$ cat src/rtl/video_pkg.sv
// Shared video-stream definitions: FSM state encoding, pixel word layout and
// the {R,G,B} channel ordering used by the frame-buffer sources.
package video_pkg;

  typedef enum logic [1:0] {
    ST_IDLE   = 2'd0,
    ST_ACTIVE = 2'd1,
    ST_HBLANK = 2'd2,
    ST_VBLANK = 2'd3
  } vid_state_t;

  localparam int unsigned PIX_DATA_WIDTH = 8;
  localparam int unsigned RGB_WIDTH      = 3 * PIX_DATA_WIDTH;

  // Channel slots within a packed pixel word: R in the MSBs, B in the LSBs.
  localparam int unsigned CH_R = 2;
  localparam int unsigned CH_G = 1;
  localparam int unsigned CH_B = 0;

  function automatic int unsigned chan_lsb(input int unsigned ch, input int unsigned dw);
    return ch * dw;
  endfunction

endpackage

$ cat src/rtl/raster_counter.sv
// Raster position tracker: x/y within the frame plus a running linear
// pixel address, with end-of-line / end-of-frame flags for the sequencer.
module raster_counter #(
  parameter int unsigned WIDTH      = 200,
  parameter int unsigned HEIGHT     = 200,
  parameter int unsigned ADDR_WIDTH = 16
) (
  input  logic                  clk,
  input  logic                  rst_n,
  input  logic                  clear,
  input  logic                  advance,
  output logic [ADDR_WIDTH-1:0] addr,
  output logic                  end_of_line,
  output logic                  end_of_frame
);

  localparam int unsigned XW = (WIDTH  > 1) ? $clog2(WIDTH)  : 1;
  localparam int unsigned YW = (HEIGHT > 1) ? $clog2(HEIGHT) : 1;
  localparam logic [XW-1:0] X_LAST = XW'(WIDTH - 1);
  localparam logic [YW-1:0] Y_LAST = YW'(HEIGHT - 1);

  logic [XW-1:0] x;
  logic [YW-1:0] y;

  assign end_of_line  = (x == X_LAST);
  assign end_of_frame = end_of_line && (y == Y_LAST);

  // The address keeps counting across line ends so no y*WIDTH multiply is needed.
  always_ff @(posedge clk or negedge rst_n) begin
    if (!rst_n) begin
      x    <= '0;
      y    <= '0;
      addr <= '0;
    end else if (clear) begin
      x    <= '0;
      y    <= '0;
      addr <= '0;
    end else if (advance) begin
      addr <= addr + 1'b1;
      if (end_of_line) begin
        x <= '0;
        if (!end_of_frame) y <= y + 1'b1;
      end else begin
        x <= x + 1'b1;
      end
    end
  end

endmodule

$ cat src/rtl/rgb_stream_source.sv
// Frame-buffer to RGB stream transmitter: raster-order reads with horizontal
// and vertical blanking, re-aligned to the synchronous memory read latency.
module rgb_stream_source #(
  parameter int unsigned DATA_WIDTH = 8,
  parameter int unsigned WIDTH      = 200,
  parameter int unsigned HEIGHT     = 200,
  parameter int unsigned H_BLANK    = 16,
  parameter int unsigned V_BLANK    = 64,
  parameter int unsigned ADDR_WIDTH = 16
) (
  input  logic                    clk,
  input  logic                    rst_n,
  input  logic                    start,
  input  logic                    loop,
  output logic                    busy,
  output logic                    frame_done,
  output logic                    mem_rd_en,
  output logic [ADDR_WIDTH-1:0]   mem_addr,
  input  logic [3*DATA_WIDTH-1:0] mem_rdata,
  output logic                    rgb_valid,
  output logic                    rgb_hsync,
  output logic                    rgb_vsync,
  output logic [DATA_WIDTH-1:0]   r,
  output logic [DATA_WIDTH-1:0]   g,
  output logic [DATA_WIDTH-1:0]   b
);

  import video_pkg::*;

  localparam int unsigned MAX_BLANK = (H_BLANK > V_BLANK) ? H_BLANK : V_BLANK;
  localparam int unsigned BW        = (MAX_BLANK > 1) ? $clog2(MAX_BLANK) : 1;
  localparam logic [BW-1:0] H_LAST  = BW'(H_BLANK - 1);
  localparam logic [BW-1:0] V_LAST  = BW'(V_BLANK - 1);
  localparam int unsigned R_LSB     = chan_lsb(CH_R, DATA_WIDTH);
  localparam int unsigned G_LSB     = chan_lsb(CH_G, DATA_WIDTH);
  localparam int unsigned B_LSB     = chan_lsb(CH_B, DATA_WIDTH);

  vid_state_t    state;
  logic [BW-1:0] blank_cnt;
  logic          blank_last;
  logic          eol;
  logic          eof;
  logic          cnt_clear;
  logic          cnt_advance;
  logic          s1_valid;
  logic          s1_vsync;
  logic          s1_last;

  assign blank_last  = (state == ST_HBLANK) ? (blank_cnt == H_LAST) : (blank_cnt == V_LAST);
  assign cnt_advance = (state == ST_ACTIVE);
  assign cnt_clear   = ((state == ST_IDLE) && start) ||
                       ((state == ST_VBLANK) && blank_last && loop);

  raster_counter #(
    .WIDTH      (WIDTH),
    .HEIGHT     (HEIGHT),
    .ADDR_WIDTH (ADDR_WIDTH)
  ) u_raster (
    .clk          (clk),
    .rst_n        (rst_n),
    .clear        (cnt_clear),
    .advance      (cnt_advance),
    .addr         (mem_addr),
    .end_of_line  (eol),
    .end_of_frame (eof)
  );

  always_ff @(posedge clk or negedge rst_n) begin
    if (!rst_n) begin
      state     <= ST_IDLE;
      blank_cnt <= '0;
      busy      <= 1'b0;
      mem_rd_en <= 1'b0;
    end else begin
      case (state)
        ST_IDLE: begin
          if (start) begin
            state     <= ST_ACTIVE;
            busy      <= 1'b1;
            mem_rd_en <= 1'b1;
          end
        end
        ST_ACTIVE: begin
          if (eol) begin
            blank_cnt <= '0;
            mem_rd_en <= 1'b0;
            state     <= eof ? ST_VBLANK : ST_HBLANK;
          end
        end
        ST_HBLANK: begin
          if (blank_last) begin
            blank_cnt <= '0;
            mem_rd_en <= 1'b1;
            state     <= ST_ACTIVE;
          end else begin
            blank_cnt <= blank_cnt + 1'b1;
          end
        end
        ST_VBLANK: begin
          if (blank_last) begin
            blank_cnt <= '0;
            if (loop) begin
              mem_rd_en <= 1'b1;
              state     <= ST_ACTIVE;
            end else begin
              busy  <= 1'b0;
              state <= ST_IDLE;
            end
          end else begin
            blank_cnt <= blank_cnt + 1'b1;
          end
        end
        default: begin
          state     <= ST_IDLE;
          blank_cnt <= '0;
          busy      <= 1'b0;
          mem_rd_en <= 1'b0;
        end
      endcase
    end
  end

  // Stage 1 carries the qualifiers alongside the memory read; stage 2 joins them with the data.
  always_ff @(posedge clk or negedge rst_n) begin
    if (!rst_n) begin
      s1_valid   <= 1'b0;
      s1_vsync   <= 1'b0;
      s1_last    <= 1'b0;
      rgb_valid  <= 1'b0;
      rgb_hsync  <= 1'b0;
      rgb_vsync  <= 1'b0;
      frame_done <= 1'b0;
      r          <= '0;
      g          <= '0;
      b          <= '0;
    end else begin
      s1_valid   <= (state == ST_ACTIVE);
      s1_vsync   <= (state == ST_ACTIVE) || (state == ST_HBLANK);
      s1_last    <= (state == ST_ACTIVE) && eof;
      rgb_valid  <= s1_valid;
      rgb_hsync  <= s1_valid;
      rgb_vsync  <= s1_vsync;
      frame_done <= s1_last;
      r          <= s1_valid ? mem_rdata[R_LSB +: DATA_WIDTH] : '0;
      g          <= s1_valid ? mem_rdata[G_LSB +: DATA_WIDTH] : '0;
      b          <= s1_valid ? mem_rdata[B_LSB +: DATA_WIDTH] : '0;
    end
  end

endmodule

$ cat config.mk
export PLATFORM = sky130hd
export DESIGN_NAME = rgb_stream_source
export DESIGN_NICKNAME = d
export VERILOG_FILES = /design/src/rtl/video_pkg.sv /design/src/rtl/raster_counter.sv /design/src/rtl/rgb_stream_source.sv
export SDC_FILE = /design/constraint.sdc
export NUM_CORES = 1
export LEC_CHECK = 0
export CORE_UTILIZATION = 45
export DETAILED_ROUTE_END_ITERATION = 8
export PLACE_DENSITY = 0.84
export SLEW_MARGIN = 20
export SYNTH_ARGS = -nofsm -noshare
export SYNTH_HDL_FRONTEND = slang
export SYNTH_SLANG_ARGS = --single-unit
$ cat constraint.sdc
create_clock -name clk -period 2.2 [get_ports clk]
set_clock_uncertainty 0.2 [all_clocks]
set_input_delay 0.44 -clock clk [delete_from_list [all_inputs] [get_ports clk]]
set_output_delay 0.44 -clock clk [all_outputs]
set_load 0.005 [all_outputs]
* Word level (Yosys, flattened, before mapping)
Cells that the tools add are included.
** Storage, ports and cells
- ROM bits :: 0
- Logic and storage cells :: 84
- Memory bits (writable) :: 0
- Output and inout bits :: 46
- Register bits :: 72
- Memories kept :: 0
- Latch bits :: 0
- Input bits :: 28
** Operators by class
- Bitwise logic cells :: 0
- Multiply operators :: 0
- Mux-type cells :: 32
- Divide/modulo/power cells :: 0
- $lt $le $gt $ge :: 0
- Reductions and logical operators :: 18
- $add $sub $neg :: 4
- Shift-type cells :: 0
- Eq/ne operators :: 14
** Operators by type and width (count)
- $mux W8 :: 10
- $mux W16 :: 2
- $add A16 B1 Y16 const B :: 1
- $add A8 B1 Y8 const B :: 2
- $eq A8 B8 Y1 const B :: 2
- $mux W6 :: 2
- $pmux W6 S2 :: 1
- $mux W1 :: 10
- $ne A2 B2 Y1 const B :: 5
- $mux W2 :: 4
- $pmux W2 S4 :: 1
- $reduce_and A4 Y1 :: 2
- $reduce_bool A2 Y1 :: 4
- $add A6 B1 Y6 const B :: 1
- $eq A6 B4 Y1 const B :: 1
- $eq A6 B6 Y1 const B :: 1
- $logic_and A1 B1 Y1 :: 5
- $reduce_and A5 Y1 :: 1
- $eq A2 B2 Y1 const B :: 2
- $ne A2 B1 Y1 const B :: 2
- $pmux W1 S4 :: 1
- $reduce_and A3 Y1 :: 1
- $eq A2 B1 Y1 const B :: 1
- $logic_not A2 Y1 :: 1
- other kinds (4) :: 5

* Logic depth before layout (Yosys ltp)
- Depth after elaboration :: 7
- Depth in mapped cells :: 9
- Gate-level depth less buffers :: 6

* By module
A second synthesis with hierarchy kept.
** Second synthesis, totals
- Cells, all modules :: 313
- Area total of the unflattened synthesis :: 3413.3 µm²
** Modules (own cells, without submodules)
- raster_counter :: cells an instance 173, instances 1, area each 1720.4 µm², sequential area each 800.8 µm²
- rgb_stream_source :: cells an instance 140, instances 1, area each 1692.9 µm², sequential area each 1001.0 µm²

* Least setup slack after synthesis
No wires, ideal clock.
- Path type :: register to register
- From :: register state[0]
- To :: register state[0]
- Path buffers :: 1
- Library setup time :: 125 ps
- Clock period less this slack :: 2276 ps
- Required time :: 1875 ps
- Path slack :: -76 ps
- Arrival time :: 1951 ps
- Cell stages (with the launch flop) :: 8
- Path through :: dfrtp_1 > inv_1 > ha_1 > or3b_1 > a21o_1 > buf_6 > a221o_1 > mux2_4
** Between the ends
- Cells in the longest elaborated chain, start to end :: 4
- Elaborated cells between the ends (all ways) :: 11
- Those cells by class :: eq/ne: 7; mux: 2; reduce/logical: 2
** Ends and longest elaborated chain
- start: declaration :: line rgb_stream_source.sv:38 : vid_state_t state;
- start signal: assignment :: line rgb_stream_source.sv:87 : state <= eof ? ST_VBLANK : ST_HBLANK;
- $eq A2 B2 Y1 :: line rgb_stream_source.sv:49, rgb_stream_source.sv:75
- $mux W1 :: line rgb_stream_source.sv:49 : assign blank_last = (state == ST_HBLANK) ? (blank_cnt == H_LAST) : (blank_cnt == V_LAST);
- $ne A2 B2 Y1 (no source line)
- $reduce_and A4 Y1 (no source line)
Parallel ways exist; a longest one is shown, timed or not.
A chain may end at the register's enable or synchronous reset.

* Final worst setup path
- From :: register u_raster.x[1]
- To :: register u_raster.y[5]
** Between the ends
- Cells in the longest elaborated chain, start to end :: 4
- Elaborated cells between the ends (all ways) :: 5
- Those cells by class :: eq/ne: 2; reduce/logical: 3
** Ends and longest elaborated chain
- start: declaration :: line raster_counter.sv:22 : logic [XW-1:0] x;
- start signal: assignment :: line raster_counter.sv:44 : x <= x + 1'b1;
- $eq A8 B8 Y1 * :: line raster_counter.sv:25 : assign end_of_line = (x == X_LAST);
- $logic_and A1 B1 Y1 :: line raster_counter.sv:26 : assign end_of_frame = end_of_line && (y == Y_LAST);
- $ne A2 B1 Y1 (no source line)
- $reduce_and A3 Y1 (no source line) *
- end signal: assignment :: line raster_counter.sv:42 : if (!end_of_frame) y <= y + 1'b1;
- end: declaration :: line raster_counter.sv:23 : logic [YW-1:0] y;
Every way passes the cells marked *; elsewhere a longest branch is shown, timed or not.

==> impl_results.md <==
* Outcome: completed
* WP data arrival at 2.21 ns
* Met1 usage at 23.4%
* Sw Pwr at 616 µW
* Post-route cell area at 4400 µm²
* Rows at 30
* HPWL after DPL at 4640 µm
* Top cell family by delay on the critical path: simple AND/OR/NAND/NOR gates
* Drt wl/cell at 13.7 µm
* Setup slack after placement at 0.0443 ns
* Starting Density at 47.1%
* M3 GR Usage at 4.00%
* Final wirelength at 6730 µm
* Routability cong. at 0.850
* Synth Instances at 302
* Final setup vio count at 0
* Ports at 74
* Ys async rst share at 100%
* Startpoint Class: register
* Worst Path Max Fanout at 6
* Cell Pwr Density at 591 nW/µm²
* Wire length of the first global-routing pass at 11100 µm
* Drt drc at 0
* Worst setup EP type: register
* Post-synth net total at 338
* M2 GR Usage at 31.9%
* Max-Cap Viols at 0
* CTS buffer count at 9
* Primary FF master, synth: dfrtp_1
* Vias in the first global route at 2490
* Worst-margin pin slew at 0.541 ns
* Chip width at 86.8 µm
* Synth top area cells: dfrtp_1, and2_1, o21ai_0
* Worst Slack Setup Final at 0.0527 ns
* Clk Tree Root Cell: clkbuf_8
* Antenna diode count at 0
* FMAX at 466 MHz
* Die area at 7540 µm²
* Routed Antenna Nets at 0
* Post-layout min period at 2.15 ns
* Total track usage at 19.0%
* WP data required at 2.27 ns
* Slowest Stage Delay on Critical Path at 0.54 ns
* Relative slew margins at 63.6%
* Dpl cell area at 4160 µm²
* Grt total ovfl at 0
* Syn Std Cell Area at 3240 µm²
* Cell variety after synth at 52
* Final worst path period share at 97.6%
* Clock latency on the worst-skew pair at 0.34 ns
* Share of cells above drive strength 1 at 10.9%
* Via count at 2601
* Final Hold Vio Count at 0
* Initial antenna violation count at 0
* Yosys warns at 0
* Setup Crit Path Kind: reg -> reg
* Sink Count at 72
* CTS max path bufs at 2
* Post-synth EDFFs at 0
* Core Box Area at 6870 µm²
* Port Buffers at 73
* Die Y at 86.8 µm
* Nets at 427
* Clock-pin slew on the worst setup and hold paths at 0.08 ns
* Final slew viol count at 0
* Final hold slack at 0.162 ns
* Syn avg cell area at 10.7 µm²
* Area Growth Syn to Fin at 36.0%
* Slowest-stage cell, CP: or4_4
* Htree depth at 3
* Total negative slack at 0 ns
* Worst-path cell chain: ha_2 > nand3b_1 > or4_4 > or3_1 > a21oi_1
* Logic pwr share at 6.8%
* DRT iter0 DRCs at 196
* Flops & latches, synth at 72
* Sw Share at 23.7%
* Grt peak-use layer: met2
* Register area share after synthesis at 55.7%
* Initial DRT Pass Iterations at 5
* Vias per cell at 5.29
* Top cell type by total area after synthesis: dfrtp_1
* Worst hold path class: reg -> reg
* Internal power at 1990 µW
* Clock power frac at 39.6%
* CTS tree: yes
* Maximum resistive drop on vdd at 0.255 mV
* Commonest non-fill, non-tap cell in the layout: clkdlybuf4s50_1
* Part of the power in registers at 53.6%
* Largest net degree at the start of global routing at 73
* Most frequent cells in the layout: clkdlybuf4s50_1, dfrtp_1, and2_1, nor2_1, o21ai_0
* Buffer and inverter count on the worst path at 0
* LEAKAGE at 0.00184 µW
* Overall power at 2600 µW
* Yosys top cell area share at 55.7%
## worst paths after layout
kind	from	to	slack (ns)	cells past startpoint
setup reg to reg	u_raster.x[1]$_DFFE_PN0P_	u_raster.y[5]$_DFFE_PN0P_	0.05	5
setup / recovery	u_raster.x[1]$_DFFE_PN0P_	u_raster.y[5]$_DFFE_PN0P_	0.05	5
hold reg to reg	s1_last$_DFF_PN0_	frame_done$_DFF_PN0_	0.16	0
min in group asynchronous	rst_n	r[3]$_DFF_PN0_	0.44	3
hold / removal	s1_last$_DFF_PN0_	frame_done$_DFF_PN0_	0.16	0
max in group asynchronous	rst_n	state[1]$_DFFE_PN0P_	1.04	3
## power by group through the flow
| stage | combinational [µW] | clock [µW] | sequential [µW] |
|---|---|---|---|
| after global routing | 198 | 1120 | 1400 |
| after detailed placement | 177 | 0 | 1420 |
| final | 177 | 1030 | 1400 |
| after global placement | 173 | 0 | 1420 |
| after CTS | 179 | 1050 | 1390 |
| after floorplan | 53.4 | 0 | 1410 |
## logic make-up (layout without fill, tap and decap cells)
| logic type | count (synthesis) | in the layout | synth area share [%] |
|---|---|---|---|
| buf+inv | 21 | 115 | 2.90 |
| compound gates | 58 | 58 | 10.7 |
| flops | 72 | 72 | 55.7 |
| simple gates | 124 | 124 | 22.1 |
| xor+xnor | 13 | 13 | 3.52 |
| mux | 6 | 6 | 2.05 |
| fa+ha+maj | 8 | 8 | 3.09 |
## registers in the layout, indices dropped and copies added (netlist names), 2 cells and up
signal         count
b                  8
state              2
u_raster.x         8
blank_cnt          6
u_raster.y         8
u_raster.addr     16
g                  8
r                  8
## metal layers
layer	routed length [µm]	vias to the layer above	part of all wire (%)
met1	3040	1269	45
met4	76	0	1.1
met5	0	-	0
li1	-	1254	-
met2	3270	71	49
met3	339	7	5.0
## Yosys cell counts, types with 2 or more instances
| cell type | number |
|---|---|
| nand4_1 | 14 |
| xor2_1 | 9 |
| and2_1 | 26 |
| o21ai_0 | 21 |
| a311oi_1 | 2 |
| nand3_1 | 15 |
| and4_1 | 3 |
| or3_1 | 6 |
| a21oi_1 | 15 |
| o21ai_1 | 4 |
| nor2_1 | 23 |
| o31ai_1 | 3 |
| buf_2 | 3 |
| ha_1 | 8 |
| dfrtp_1 | 72 |
| mux2i_1 | 4 |
| nor4_1 | 3 |
| and3_1 | 2 |
| inv_1 | 8 |
| a211oi_1 | 3 |
| xnor2_1 | 4 |
| nand2_1 | 12 |
| nor3_1 | 2 |
| nand3b_1 | 4 |
| or3b_1 | 2 |
| clkbuf_1 | 8 |
## final cells by class
class	count	area [µm²]
sequential	72	1800
tap	96	120
clock inverter	6	68.8
clock buffer	10	128
timing repair buffer	91	888
multi-input combinational	209	1360
fill	527	2470
inverter	8	30.0
## per-stage QoR
stage / instances / utilization [%]
after detailed placement: 472 / 60.5
after global routing: 492 / 64.1
after global placement: 472 / 60.5
after CTS: 489 / 63.5
after floorplan: 302 / -
final: 492 / 64.1
## timing repair
item | 4_1_cts | 5_1_grt
endpoints found under the setup margin | 0 | 18
endpoints found under the hold margin | 72 | 0
gates resized for setup | 0 | 6
hold buffers | 1 | 0
buffers inserted | 0 | 3
No activity file was read; power rests on OpenSTA's default activity.
